===== src/rtl/instruction_fetch.sv =====
// Instruction fetch front end: owns the fetch PC, issues in-order word reads to
// instruction memory and buffers returned words, with their PCs, for the decoder.
module instruction_fetch #(
    parameter logic [31:0] RESET_PC = 32'h0000_0000,
    parameter int          DEPTH    = 2
) (
    input  logic        clk,
    input  logic        reset,

    output logic        mem_req_valid,
    input  logic        mem_req_ready,
    output logic [31:0] mem_req_addr,
    input  logic        mem_resp_valid,
    input  logic [31:0] mem_resp_data,

    output logic        instr_valid,
    input  logic        instr_ready,
    output logic [31:0] instruction,
    output logic [31:0] instr_pc,

    input  logic        redirect_valid,
    input  logic [31:0] redirect_pc,
    output logic        fetch_fault
);

    localparam int AW = $clog2(DEPTH);
    localparam int CW = $clog2(DEPTH) + 1;
    localparam int DW = $clog2(DEPTH) + 2;
    localparam int SW = DW + 1;

    logic [31:0]   fetch_pc_q, fetch_pc_d;
    logic          fault_q, fault_d;
    logic [DW-1:0] discard_q, discard_d;

    logic [31:0]   fifo_data_q [DEPTH];
    logic [31:0]   fifo_pc_q   [DEPTH];
    logic [AW-1:0] fifo_rd_q, fifo_rd_d;
    logic [AW-1:0] fifo_wr_q, fifo_wr_d;
    logic [CW-1:0] occ_q, occ_d;

    logic [31:0]   pcq_q [DEPTH];
    logic [AW-1:0] pcq_rd_q, pcq_rd_d;
    logic [AW-1:0] pcq_wr_q, pcq_wr_d;
    logic [CW-1:0] outst_q, outst_d;

    logic [SW-1:0] inflight;
    logic [DW-1:0] pending;
    logic          req_fire;
    logic          resp_drop;
    logic          resp_keep;
    logic          fifo_push;
    logic          fifo_pop;

    // Words still owed to the drop counter also hold a credit, so that
    // discard + outstanding + buffered never exceeds DEPTH.
    assign inflight = SW'(discard_q) + SW'(outst_q) + SW'(occ_q);
    assign pending  = discard_q + DW'(outst_q);

    assign mem_req_valid = !reset && !fault_q && !redirect_valid && (inflight < SW'(DEPTH));
    assign mem_req_addr  = {fetch_pc_q[31:2], 2'b00};
    assign req_fire      = mem_req_valid && mem_req_ready;

    assign resp_drop = mem_resp_valid && (discard_q != '0);
    assign resp_keep = mem_resp_valid && (discard_q == '0);
    assign fifo_push = resp_keep && !redirect_valid;

    assign instr_valid = (occ_q != '0);
    assign fifo_pop    = instr_valid && instr_ready && !redirect_valid;
    assign instruction = instr_valid ? fifo_data_q[fifo_rd_q] : '0;
    assign instr_pc    = instr_valid ? fifo_pc_q[fifo_rd_q]   : '0;
    assign fetch_fault = fault_q;

    always_comb begin
        fetch_pc_d = fetch_pc_q;
        fault_d    = fault_q;
        discard_d  = discard_q;
        fifo_rd_d  = fifo_rd_q;
        fifo_wr_d  = fifo_wr_q;
        occ_d      = occ_q;
        pcq_rd_d   = pcq_rd_q;
        pcq_wr_d   = pcq_wr_q;
        outst_d    = outst_q;

        if (redirect_valid) begin
            // Everything in flight becomes a discard; a response landing this
            // same cycle is itself dropped and retires one of them.
            fetch_pc_d = redirect_pc;
            fault_d    = (redirect_pc[1:0] != 2'b00);
            discard_d  = (mem_resp_valid && (pending != '0)) ? pending - DW'(1) : pending;
            fifo_rd_d  = '0;
            fifo_wr_d  = '0;
            occ_d      = '0;
            pcq_rd_d   = '0;
            pcq_wr_d   = '0;
            outst_d    = '0;
        end else begin
            if (req_fire) begin
                fetch_pc_d = fetch_pc_q + 32'd4;
                pcq_wr_d   = pcq_wr_q + AW'(1);
            end
            if (resp_drop) begin
                discard_d = discard_q - DW'(1);
            end
            if (resp_keep) begin
                pcq_rd_d = pcq_rd_q + AW'(1);
            end
            if (fifo_push) begin
                fifo_wr_d = fifo_wr_q + AW'(1);
            end
            if (fifo_pop) begin
                fifo_rd_d = fifo_rd_q + AW'(1);
            end
            outst_d = outst_q + CW'(req_fire) - CW'(resp_keep);
            occ_d   = occ_q + CW'(fifo_push) - CW'(fifo_pop);
        end
    end

    always_ff @(posedge clk) begin
        if (reset) begin
            fetch_pc_q <= RESET_PC;
            fault_q    <= 1'b0;
            discard_q  <= '0;
            fifo_rd_q  <= '0;
            fifo_wr_q  <= '0;
            occ_q      <= '0;
            pcq_rd_q   <= '0;
            pcq_wr_q   <= '0;
            outst_q    <= '0;
        end else begin
            fetch_pc_q <= fetch_pc_d;
            fault_q    <= fault_d;
            discard_q  <= discard_d;
            fifo_rd_q  <= fifo_rd_d;
            fifo_wr_q  <= fifo_wr_d;
            occ_q      <= occ_d;
            pcq_rd_q   <= pcq_rd_d;
            pcq_wr_q   <= pcq_wr_d;
            outst_q    <= outst_d;
        end
    end

    // Payload storage needs no reset; occupancy and pointers qualify it.
    always_ff @(posedge clk) begin
        if (req_fire) begin
            pcq_q[pcq_wr_q] <= fetch_pc_q;
        end
        if (fifo_push) begin
            fifo_data_q[fifo_wr_q] <= mem_resp_data;
            fifo_pc_q[fifo_wr_q]   <= pcq_q[pcq_rd_q];
        end
    end

endmodule

===== config.mk =====
export PLATFORM = sky130hd
export DESIGN_NAME = instruction_fetch
export DESIGN_NICKNAME = d
export VERILOG_FILES = /design/src/rtl/instruction_fetch.sv
export SDC_FILE = /design/constraint.sdc
export NUM_CORES = 1
export LEC_CHECK = 0
export CORE_UTILIZATION = 45
export CTS_CLUSTER_DIAMETER = 60
export DETAILED_ROUTE_END_ITERATION = 6
export PLACE_DENSITY = 0.74
export SYNTH_ARGS = -nofsm -noshare
export SYNTH_HDL_FRONTEND = slang
export SYNTH_SLANG_ARGS = --single-unit

===== constraint.sdc =====
create_clock -name clk -period 5.8 [get_ports clk]
set_clock_uncertainty 0.05 [all_clocks]
set_input_delay 0.58 -clock clk [delete_from_list [all_inputs] [get_ports clk]]
set_output_delay 0.58 -clock clk [all_outputs]
set_load 0.1 [all_outputs]

==> flow_summary.json <==
{
  "status": "complete, no violations",
  "fin_ws_ns": 1.15,
  "rsz0062_at_grt": "no",
  "crit_chain": "inv_1, fa_1, inv_1, ha_1, fa_1, nor4_4, and2_1, inv_1, nor2_4",
  "wl_mm": 21.3,
  "drive_gt1_share_pct": 9.87,
  "tns_ns": 0,
  "setup-violations-final": 0,
  "hold_viol_final": 0,
  "cts.reportedPaths.clkPinSlew_ns": 0.07,
  "clock_sinks": 238,
  "hpwlAfterDp_mm": 13.8,
  "worstPathRequired_ns": 5.87,
  "grt.total_usage_pct": 18.5,
  "antennaDiodeCount": 0,
  "cts_tree": "built",
  "grt_pass1_wl_mm": 32.3,
  "critPathSlowestCell": "nor2_4",
  "drv_cap": 0,
  "cts_buffers": 24,
  "final_common_cell": "edfxtp_1",
  "cellPowerDensity_nw_per_um2": 334,
  "root_buffer": "clkbuf_16",
  "drc": 0,
  "avgSynthCellArea_sq_um": 13.5,
  "max_stage_delay_ns": 0.98,
  "critPathLaunchType": "flip-flop",
  "area_growth_pct": 24.5,
  "antenna_found_initial": 0,
  "die_x_um": 151,
  "grt_max_degree": 65,
  "ys_ff_latch": 238,
  "crit_path_end_kind": "flip-flop",
  "antenna_left": 0,
  "synth_seq_area_share_pct": 66.7,
  "fin_nets": 959,
  "dr.pass1.iters": 5,
  "crit_fanout": 32,
  "crit_buf_inv": 3,
  "die_y_um": 151,
  "final.fill_count": 1747,
  "p_leak_uw": 0.00414,
  "power_uw": 4170,
  "grt_pass1_vias": 5977,
  "ys_async_sr_fraction_pct": 0,
  "path_delay_family": "simple AND/OR/NAND/NOR gates",
  "max_slew_margin_pct": 9.38,
  "wl_per_cell_um": 18.2,
  "ys_types": 52,
  "fp.coreArea_sq_um": 21800,
  "worst_path_most_repeated_cell": "inv_1",
  "port_buffers": 166,
  "period_minus_slack_ns": 4.65,
  "place_ws_ns": 1.20,
  "holdBufCountCts": 0,
  "synth_cells": 741,
  "slew_violations": 0,
  "final_cell_mix": "edfxtp_1, clkdlybuf4s50_1, nor2_1, mux2i_1, dfxtp_1",
  "period_share_pct": 80.2,
  "synth_area_sq_um": 10000,
  "synth-main-ff-cell": "edfxtp_1",
  "arrival_ns": 4.72,
  "synth_top_area_share_pct": 57.5,
  "post_cts_buffers": 0,
  "num_vias": 6228,
  "max_freq_mhz": 215,
  "clk_path_buf_depth": 3,
  "drt-initial-drc-count": 345,
  "overflow": 0,
  "yosys.area.top_type": "edfxtp_1",
  "synth_warnings": 0,
  "place_congestion": 0.834,
  "synth_area_leaders": "edfxtp_1, dfxtp_1, mux2i_1",
  "num_rows": 54,
  "h-tree-depth": 1,
  "insertion_delay_ns": 0.50,
  "ir_worst_vdd_mv": 0.153,
  "worstMarginPinSlew_ns": 1.36,
  "synth_edf_count": 192,
  "vias_per_cell": 5.31,
  "die_area_sq_um": 22900,
  "worstHoldPathType": "flip-flop to flip-flop",
  "cts_resized": 0,
  "io-pin-count": 169,
  "worstSetupPathType": "flip-flop to flip-flop",
  "final_util_pct": 57.2,
  "start_util_pct": 45.9
}
[routing by layer]
layer | vias to the layer above | track usage (%) | share of wire (%) | wire [um]
met5 | - | 0 | 0 | 0
met4 | 0 | 5.75 | 2.5 | 538
met3 | 40 | 3.55 | 7.3 | 1550
met2 | 225 | 32.7 | 49 | 10400
met1 | 3015 | 22.8 | 41 | 8780
li1 | 2948 | - | - | -
[power by group]
group | switching [uW] | internal [uW] | total (uW)
registers | 56.4 | 1950 | 2000
clock network | 627 | 830 | 1460
logic | 484 | 221 | 705
[state kept, by name, indices dropped and copies added (netlist names), named ones only]
| signal | cells |
|---|---|
| pcq_wr_q | 1 |
| fifo_pc_q | 64 |
| discard_q | 3 |
| fifo_wr_q | 1 |
| fetch_fault | 1 |
| occ_q | 2 |
| fifo_data_q | 64 |
| pcq_q | 64 |
| fetch_pc_q | 32 |
| outst_q | 2 |
| fifo_rd_q | 1 |
| pcq_rd_q | 1 |
[cells by family after synthesis]
logic type | share of synthesized area [%]
adder cells (fa/ha/maj) | 2.10
XOR/XNOR | 1.49
buffers and inverters | 4.69
other | 0.0374
flip-flops | 66.7
AND/OR/NAND/NOR | 9.70
AO/OA/AOI/OAI | 5.12
multiplexers | 10.2
[worst paths after layout]
path	startpoint	endpoint	slack (ns)	depth (start not counted)
max	discard_q[1]	pcq_q[0][31]	1.15	9
max reg2reg	discard_q[1]	pcq_q[0][31]	1.15	9
min	fetch_pc_q[1]	pcq_q[1][1]	0.42	0
min reg2reg	fetch_pc_q[1]	pcq_q[1][1]	0.42	0
[worst register-to-register path, delay by kind of cell, from the launching register on]
kind | cells | cell delay [ns]
buffers and inverters | 3 | 0.72
flip-flops | 1 | 0.38
adder cells (fa/ha/maj) | 3 | 1.23
AND/OR/NAND/NOR | 3 | 1.88
[cells in the mapped netlist (2+ instances only)]
| master | count |
|---|---|
| buf_2 | 3 |
| xor2_1 | 7 |
| or3_1 | 4 |
| o21ai_0 | 11 |
| nand3_1 | 17 |
| inv_1 | 23 |
| dfxtp_1 | 46 |
| a311oi_1 | 3 |
| a31oi_1 | 14 |
| nor2_1 | 104 |
| buf_4 | 32 |
| mux2i_1 | 66 |
| and2_1 | 8 |
| nand2_1 | 31 |
| a211oi_1 | 5 |
| o22ai_1 | 2 |
| fa_1 | 3 |
| ha_1 | 12 |
| a41oi_1 | 2 |
| and3_1 | 8 |
| nor4_4 | 2 |
| xnor2_1 | 10 |
| clkbuf_1 | 17 |
| nor4_1 | 2 |
| mux2_2 | 32 |
| nand2b_1 | 2 |
| a2bb2oi_1 | 2 |
| o211ai_1 | 8 |
| buf_1 | 13 |
| a32oi_1 | 4 |
| edfxtp_1 | 192 |
| o311ai_0 | 3 |
| a21oi_1 | 19 |
| and4_1 | 2 |
| nand4_1 | 11 |
| nor3_1 | 4 |
| or4_1 | 2 |
[layout make-up]
cell class | count | area (sq um) | share of cell area [%]
repair buffers | 173 | 1710 | 13.7
multi-input cells | 414 | 2900 | 23.2
inverters | 23 | 86.3 | 0.692
well taps | 280 | 350 | 2.81
clock inverters | 17 | 113 | 0.902
flip-flops and latches | 238 | 6690 | 53.6
clock buffers | 27 | 633 | 5.07
[through the flow]
step	cells	instance area, sq um	hold WS [ns]
final	1172	12500	0.423
after global routing	1172	12500	0.413
after CTS	1172	12500	0.422
after detailed placement	1128	11700	0.408
after global placement	1128	11700	0.387
after floorplan	742	10000	0.375
(Power assumes the default switching activity.)
